===== config.mk =====
export PLATFORM = sky130hd
export DESIGN_NAME = eq_gain_stage
export DESIGN_NICKNAME = d
export VERILOG_FILES = /design/src/rtl/eq_pkg.sv /design/src/rtl/eq_gain_stage_sat_mul.sv /design/src/rtl/eq_gain_stage.sv
export SDC_FILE = /design/constraint.sdc
export NUM_CORES = 1
export LEC_CHECK = 0
export ABC_CLOCK_PERIOD_IN_PS = 8650
export BUFFER_PORTS_ARGS = -buffer_cell sky130_fd_sc_hd__buf_2
export CORE_UTILIZATION = 61
export DETAILED_ROUTE_END_ITERATION = 10
export HOLD_SLACK_MARGIN = 0.05
export PLACE_DENSITY = 0.9
export SKIP_LAST_GASP = 1
export SYNTH_ARGS = -nofsm -noshare
export SYNTH_HDL_FRONTEND = slang
export SYNTH_HIERARCHICAL = 1
export SYNTH_SLANG_ARGS = --single-unit

===== constraint.sdc =====
create_clock -name clk -period 8.65 [get_ports clk]
set_input_delay 2.595 -clock clk [delete_from_list [all_inputs] [get_ports clk]]
set_output_delay 2.595 -clock clk [all_outputs]
set_load 0.01 [all_outputs]

===== src/rtl/eq_pkg.sv =====
// Shared types and constants for the EQ gain stage.
package eq_pkg;

    localparam int unsigned DW   = 16;
    localparam int unsigned GW   = 8;
    localparam int unsigned FRAC = 7;
    localparam int unsigned PW   = DW + GW + 1;

    localparam int unsigned CTRL_MUTE   = 0;
    localparam int unsigned CTRL_BYPASS = 1;

    localparam logic [GW-1:0] UNITY_GAIN = 8'h80;

    typedef enum logic [2:0] {
        IDLE,
        ML1,
        ML2,
        MR1,
        MR2,
        OUT
    } state_t;

    typedef struct packed {
        logic [GW-1:0] gain_l;
        logic [GW-1:0] gain_r;
        logic [GW-1:0] master;
        logic [GW-1:0] ctrl;
    } eq_coef_t;

    localparam eq_coef_t COEF_RESET = '{
        gain_l: UNITY_GAIN,
        gain_r: UNITY_GAIN,
        master: UNITY_GAIN,
        ctrl:   '0
    };

endpackage


===== src/rtl/eq_gain_stage_sat_mul.sv =====
// Single shared multiplier: operand mux, Q1.7 scale, floor shift, saturate.
module eq_sat_mul
    import eq_pkg::*;
(
    input  state_t               state,
    input  logic signed [DW-1:0] x_l,
    input  logic signed [DW-1:0] x_r,
    input  logic signed [DW-1:0] t,
    input  logic [GW-1:0]        gain_l,
    input  logic [GW-1:0]        gain_r,
    input  logic [GW-1:0]        master,
    output logic signed [DW-1:0] res_c
);

    logic signed [DW-1:0]   a;
    logic [GW-1:0]          g;
    logic signed [PW-1:0]   prod;
    logic signed [PW-1:0]   shifted;
    logic [PW-DW:0]         hi;

    // Pick the sample and gain for the current FSM step; the master pass is the default.
    always_comb begin
        a = t;
        g = master;
        unique case (state)
            ML1:     begin a = x_l; g = gain_l; end
            MR1:     begin a = x_r; g = gain_r; end
            default: ;
        endcase
    end

    // Signed sample times non-negative gain, floor-shift, clamp to the sample range.
    always_comb begin
        prod    = PW'(a) * PW'($signed({1'b0, g}));
        shifted = prod >>> FRAC;
        hi      = shifted[PW-1:DW-1];
        if ((hi == '0) || (hi == '1)) begin
            res_c = shifted[DW-1:0];
        end else if (shifted[PW-1]) begin
            res_c = {1'b1, {(DW-1){1'b0}}};
        end else begin
            res_c = {1'b0, {(DW-1){1'b1}}};
        end
    end

endmodule


===== src/rtl/eq_gain_stage.sv =====
// EQ gain stage: coefficient CDC, deferred coefficient load, time-shared gain FSM.
module eq_gain_stage
    import eq_pkg::*;
(
    input  logic          clk,
    input  logic          realReset,
    input  logic [31:0]   eq_vals,
    input  logic          eq_done,
    input  logic          in_valid,
    input  logic [DW-1:0] in_l,
    input  logic [DW-1:0] in_r,
    output logic          out_valid,
    output logic [DW-1:0] out_l,
    output logic [DW-1:0] out_r,
    output logic          busy,
    output logic          overrun
);

    logic                 done_meta;
    logic                 done_sync;
    logic                 done_prev;
    logic                 done_rise_c;
    logic                 load_coef_c;
    logic                 pending;
    eq_coef_t             shadow;
    eq_coef_t             active;
    state_t               state_q;
    state_t               state_d;
    logic signed [DW-1:0] x_l;
    logic signed [DW-1:0] x_r;
    logic signed [DW-1:0] t_q;
    logic signed [DW-1:0] y_l;
    logic signed [DW-1:0] mul_c;
    logic                 unused_ctrl;

    assign done_rise_c = done_sync & ~done_prev;
    assign load_coef_c = pending & (state_q == IDLE) & ~in_valid;
    assign unused_ctrl = ^active.ctrl[GW-1:2];

    // Two-flop synchroniser on the SPI done flag plus an edge-history flop.
    always_ff @(posedge clk or posedge realReset) begin
        if (realReset) begin
            done_meta <= 1'b0;
            done_sync <= 1'b0;
            done_prev <= 1'b0;
        end else begin
            done_meta <= eq_done;
            done_sync <= done_meta;
            done_prev <= done_sync;
        end
    end

    // Shadow captures each new word; active only updates between samples.
    always_ff @(posedge clk or posedge realReset) begin
        if (realReset) begin
            shadow  <= COEF_RESET;
            active  <= COEF_RESET;
            pending <= 1'b0;
        end else begin
            if (load_coef_c) begin
                active  <= shadow;
                pending <= 1'b0;
            end
            if (done_rise_c) begin
                shadow  <= eq_coef_t'(eq_vals);
                pending <= 1'b1;
            end
        end
    end

    // FSM state register.
    always_ff @(posedge clk or posedge realReset) begin
        if (realReset) begin
            state_q <= IDLE;
        end else begin
            state_q <= state_d;
        end
    end

    // FSM next state: fixed five-step sequence once a sample is accepted.
    always_comb begin
        state_d = state_q;
        unique case (state_q)
            IDLE:    if (in_valid) state_d = ML1;
            ML1:     state_d = ML2;
            ML2:     state_d = MR1;
            MR1:     state_d = MR2;
            MR2:     state_d = OUT;
            OUT:     state_d = IDLE;
            default: state_d = IDLE;
        endcase
    end

    eq_sat_mul u_mul (
        .state  (state_q),
        .x_l    (x_l),
        .x_r    (x_r),
        .t      (t_q),
        .gain_l (active.gain_l),
        .gain_r (active.gain_r),
        .master (active.master),
        .res_c  (mul_c)
    );

    // Datapath and registered outputs; results land as the FSM enters OUT.
    always_ff @(posedge clk or posedge realReset) begin
        if (realReset) begin
            x_l       <= '0;
            x_r       <= '0;
            t_q       <= '0;
            y_l       <= '0;
            out_l     <= '0;
            out_r     <= '0;
            out_valid <= 1'b0;
            busy      <= 1'b0;
            overrun   <= 1'b0;
        end else begin
            out_valid <= 1'b0;
            busy      <= (state_d != IDLE);
            if (in_valid && (state_q != IDLE)) begin
                overrun <= 1'b1;
            end
            unique case (state_q)
                IDLE: begin
                    if (in_valid) begin
                        x_l <= in_l;
                        x_r <= in_r;
                    end
                end
                ML1, MR1: t_q <= mul_c;
                ML2:      y_l <= mul_c;
                MR2: begin
                    out_valid <= 1'b1;
                    if (active.ctrl[CTRL_MUTE]) begin
                        out_l <= '0;
                        out_r <= '0;
                    end else if (active.ctrl[CTRL_BYPASS]) begin
                        out_l <= x_l;
                        out_r <= x_r;
                    end else begin
                        out_l <= y_l;
                        out_r <= mul_c;
                    end
                end
                default: ;
            endcase
        end
    end

endmodule


==> metrics, run 1 <==
Port Buffer Count 96; die area 19600 µm²; Post-synth EDFFs 0; r2r startpoint state_q[2]; status finished, final reports clean; Hold Buf Count CTS 0; Setup Crit Path Kind reg2reg; Critical Path AT 8.34 ns; syn_nets 1290; Setup crit start kind register; Highest Clock Rate 0.124 GHz; list of most frequent post-synthesis cells 162 x inv_1, 152 x dfrtp_1, 130 x nand2_1; Root Buffer Master clkbuf_16; DR WL/cell 18.6 µm; cells taking the most area after synthesis dfrtp_1 33%, fa_1 17%, mux2_2 11%; insertion delay of the later-clocked pin in the worst-skew pair 0.43 ns; first-pass GRT wire length 43.1 mm; Clock Sinks 158; clock buffer depth 2; Fin. Hold Viols 0; RSZ-0062 raised after global routing no; register area 3960 µm²; fillers 1239; Setup TNS Final 0 ns; leading area contributor after synthesis dfrtp_1; Worst-path clk slew 0.07 ns; maxcap violations 0; Avg Inst Size Synth 10.8 µm²; DRT iter0 DRCs 565; via count 8275; starting density of the core 62.2%; Rows 50; largest net degree at the start of global routing 95; most numerous cell in the Yosys netlist inv_1; cell area after synthesis 11600 µm²; post-cts resize count 0; top_reg_cell synth dfrtp_1; routed vias/inst 5.88; initial antenna violation count 1; crit share post-route 93.5%; setup bufs post-CTS 0; grt total ovfl 0; Least-Margin Pin Slew 1.16 ns; CTS tree yes; DRC viols 0; Tmin final 8.09 ns; Die H 140 µm; # setup viols final 0; final WL 26.2 mm; Worst EP required 8.89 ns; worst setup path startpoint state_q[2]; sequential fraction of the synthesis area 34.2%; share of cells above drive strength 1 25.5%; hold_sp done_meta; gpl congestion 0.899; ys async rst share 100%; CTS buffer count 17; area of the multi-input gates 6750 µm²; crit path capture type register; n_diodes 0; vias in the first global route 8890; Max transition margin 22.5%; post-route ant nets 0; detailed placement HPWL 18.9 mm; post-synthesis register bit count 158; cell count after synthesis 1075; max-slew violations 0; I/O pin cnt 103; synth-to-layout area growth 11.0%; Yosys Warn Count 6; top-area cell type share of the netlist area 32.8%; GRT Overall Usage 28.5%; Worst Clk Skew 0.0111 ns; Worst Hold Class reg2reg; Pre-antenna DRT Iters 8; Netlist cell types 61; Layout Nets 1376; critical path fanouts, max 45; Core Footprint 18600 µm²; Die Span X 140 µm; H-tree depth reported by CTS 4
final timing paths:
kind	cells after the start	slack (ns)	to
worst min register to register	0	0.36	done_sync
worst max-delay path	23	0.56	out_r[2]
worst max register to register	23	0.56	out_r[2]
min in group asynchronous	2	2.33	done_sync
worst min-delay path	0	0.36	done_sync
max in group asynchronous	3	4.99	out_l[2]
cell usage in the layout (no fill, tap or decap), drive strengths merged, types with 4 or more instances in the layout:
master / count
dfstp: 6
mux2i: 56
mux2: 122
fa: 101
inv: 171
a21oi: 18
nand2: 131
clkbuf: 17
o21a: 16
nand3: 5
buf: 114
ha: 46
o31ai: 32
nor2: 65
dfrtp: 152
xor2: 6
nand2b: 6
o21ai: 27
a21o: 22
a31oi: 4
xnor2: 15
final cells by class:
cell class	instances	area share, %
clock buffer	17	3.31
inverter	162	4.77
multi-input combinational	708	52.5
tap	234	2.28
timing repair buffer	114	4.79
sequential	158	30.8
clock inverter	15	1.55
per-stage QoR:
step,setup slack (ns),hold slack (ns),util [%],area (µm²),instances
after global placement,1.09,0.332,65.6,12200,1376
after detailed placement,0.843,0.336,65.6,12200,1376
after CTS,0.677,0.364,69.0,12900,1408
final,0.559,0.360,69.0,12900,1408
after global routing,0.00152,0.367,69.0,12900,1408
after floorplan,1.71,0.331,-,11600,1075
critical path, cell delays in order, from the launching register on:
cell	delay, ns
dfrtp_1	0.63
nand2b_2	0.84
nand2_1	0.16
o21ai_1	0.33
nand2_1	0.26
fa_1	0.68
fa_1	0.55
inv_1	0.06
fa_1	0.53
inv_1	0.05
fa_1	0.47
inv_1	0.04
ha_1	0.37
a21o_1	0.22
a21o_1	0.18
a21oi_1	0.23
nand2_1	0.13
o311ai_0	0.53
nor3_4	0.10
o2111ai_1	0.15
nand4_1	0.61
a21o_1	0.41
mux2i_1	0.24
o31ai_1	0.14
routing by layer:
layer	part of all wire, %	track usage (%)	wire length (µm)	vias to the layer above
met4	4.0	14.2	1040	2
met2	54	52.0	14100	294
met1	37	31.6	9830	4198
li1	-	-	-	3689
met5	0.050	0	13	-
met3	4.7	5.47	1240	92
sequential cells by signal, indices dropped and copies added (netlist names), 3 cells and up:
name and flops:
state_q 3, out_l 16, y_l 16, active 26, x_r 16, t_q 16
out_r 16, x_l 16, shadow 26
cells by family (layout without fill, tap and decap cells):
logic type,count (synthesis),count (layout),synth area share [%]
flip-flops,158,158,34.2
AO/OA/AOI/OAI,132,132,8.17
adder cells (fa/ha/maj),147,147,22.4
XOR/XNOR,21,21,1.59
multiplexers,178,178,17.1
buffers and inverters,209,308,7.59
AND/OR/NAND/NOR,230,230,8.96
Power of run 1 is left out: the tool's default activity adds up to more than one toggle a clock period on the data nets, which glitch-free logic cannot reach.
==> run 2, diff against run 1 <==
--- a/config.mk
+++ b/config.mk
@@ -8,5 +8,7 @@
 export ABC_CLOCK_PERIOD_IN_PS = 8650
 export BUFFER_PORTS_ARGS = -buffer_cell sky130_fd_sc_hd__buf_2
-export CORE_UTILIZATION = 61
+export CELL_PAD_IN_SITES_DETAIL_PLACEMENT = 2
+export CELL_PAD_IN_SITES_GLOBAL_PLACEMENT = 2
+export CORE_UTILIZATION = 40
 export DETAILED_ROUTE_END_ITERATION = 10
 export HOLD_SLACK_MARGIN = 0.05
==> constraint.sdc (replaced) <==
create_clock -name clk -period 8.65 [get_ports clk]
set_input_delay 2.595 -clock clk [delete_from_list [all_inputs] [get_ports clk]]
set_output_delay 2.595 -clock clk [all_outputs]
set_load 0.1 [all_outputs]
==> run 2 against run 1 <==
Effect of this change: cell count is 10% higher; non-clock buffer count is 3 higher; largest cell class unchanged; highest routed layer unchanged; register-to-register slack worse by 0.16 ns; critical path depth is 1 higher.
==> metrics, run 2 (same netlist as run 1, synthesis figures left out) <==
crit share post-route 95.4%; non-filler cells, final 1555; Root Buffer Master clkbuf_16; DR WL/cell 29.9 µm; most common library cell in the layout ignoring fill and taps inv_1; biggest regs active x26, shadow x26; Highest Clock Rate 0.121 GHz; DRC viols 0; clock buffer depth 2; Clock Sinks 158; Worst EP required 8.96 ns; Port Buffer Count 96; crit-path cells nand2b_4 -> o21ai_1 -> buf_4 -> nand2_1 -> fa_1 -> inv_1 -> fa_1 -> fa_1 -> inv_1 -> fa_1 -> inv_1 -> ha_1 -> a21oi_1 -> o211ai_1 -> a21oi_1 -> o21ai_0 -> a31oi_4 -> o21ai_2 -> o21ai_1 -> a221oi_4 -> buf_12 -> a21o_1 -> mux2i_1 -> o31ai_1; n_diodes 0; Die H 172 µm; Worst Clk Skew 0.0127 ns; routed vias/inst 5.82; placed insts 1521; Pre-antenna DRT Iters 7; Max transition margin 19.5%; status finished, final reports clean; DRT iter0 DRCs 519; vias in the first global route 10900; critical path fanouts, max 28; synth-to-layout area growth 13.0%; CP peak stage delay 0.75 ns; r2r startpoint state_q[0]; # setup viols final 0; via count 9044; FF-to-FF path depth 24; detailed placement HPWL 30.1 mm; RSZ-0062 raised after global routing no; Worst Hold Class reg2reg; most frequent cells in the layout 161 x inv_1, 150 x dfrtp_1, 130 x nand2_1, 113 x mux2_2, 101 x fa_1; initial antenna violation count 1; I/O pin cnt 103; Min-Delay Endpoint done_sync; CTS buffer count 17; CTS tree yes; R2R setup slack 0.40 ns; max-slew violations 0; GRT Overall Usage 32.4%; worst r2r dst out_r[7]; Least-Margin Pin Slew 1.21 ns; Setup Crit Path Kind reg2reg; Tmin final 8.25 ns; grt total ovfl 0; gpl congestion 0.842; hold_sp done_meta; Worst path most repeated cell fa_1; crit path max-delay cell type o21ai_1; crit path capture type register; first-pass GRT wire length 68.1 mm; Die Span X 172 µm; Rows 61; starting density of the core 41.1%; worst hold stages 0; Critical Path AT 8.55 ns; maxcap violations 0; largest net degree at the start of global routing 81; Core Footprint 28200 µm²; final WL 46.5 mm; insertion delay of the later-clocked pin in the worst-skew pair 0.45 ns; Setup crit start kind register; die area 29700 µm²; Layout Nets 1379; Worst-path clk slew 0.07 ns; H-tree depth reported by CTS 4; post-route ant nets 0; Setup TNS Final 0 ns; Fin. Hold Viols 0; Hold Buf Count CTS 0; share of cells above drive strength 1 25.7%
==> run 2: cell types whose count changed in the layout (fill, tap and decap cells not counted), sizes merged <==
| cell | previous run | this run |
|---|---|---|
| buf | 114 | 117 |
| clkinv | 1 | 3 |
| clkinvlp | 2 | 1 |
| inv | 171 | 170 |
==> run 2: critical path: cells and delay by family, from the launching register on <==
family	cells	cell delay, ns
buffers and inverters	5	0.72
multiplexers	1	0.11
flip-flops	1	0.69
AND/OR/NAND/NOR	2	0.46
AO/OA/AOI/OAI	11	3.47
adder cells (fa/ha/maj)	5	2.63
==> run 2: cell type report <==
type                    instances  area, µm²
inverters                     162        613
flip-flops and latches        158       3960
clock inverters                15        195
clock buffers                  17        425
fillers                      2848      15100
well taps                     378        473
multi-input cells             708       6760
repair buffers                117        663
==> run 2: layer usage <==
| layer | track usage [%] | share of wire, % | vias to the layer above |
|---|---|---|---|
| met5 | 0 | 0.032 | - |
| met4 | 25.5 | 8.4 | 2 |
| met3 | 5.97 | 4.2 | 219 |
| met2 | 61.7 | 55 | 426 |
| met1 | 30.3 | 33 | 4716 |
| li1 | - | - | 3681 |
==> run 2: worst max-delay path by stage <==
stage / start / to / slack [ns] / cells after the start
after detailed placement: state_q[2] / out_r[11] / 0.34 / 25
after global placement: state_q[2] / out_r[3] / 0.99 / 23
after CTS: state_q[2] / out_r[11] / 0.01 / 25
after global routing: state_q[2] / out_r[11] / 0.18 / 25
final: state_q[0] / out_r[7] / 0.40 / 24
after floorplan: state_q[1] / out_r[10] / 1.71 / 27
==> run 2: repair_timing <==
action / 4_1_cts / 5_1_grt
endpoints found under the setup margin: 1 / 15
pin swaps: 0 / 1
resized for setup: 1 / 1
buffers inserted: 0 / 2
==> run 2: per-stage QoR <==
stage,hold WS (ns),worst slack (ns),utilization (%),cell area [µm²]
2_1_floorplan,0.331,1.71,-,11600
3_3_place_gp,0.336,0.991,44.2,12400
3_5_place_dp,0.357,0.338,44.2,12400
4_1_cts,0.371,0.0136,46.4,13100
5_1_grt,0.370,0.183,46.5,13100
6_report,0.363,0.401,46.5,13100
Power of run 2 is left out for the same reason.
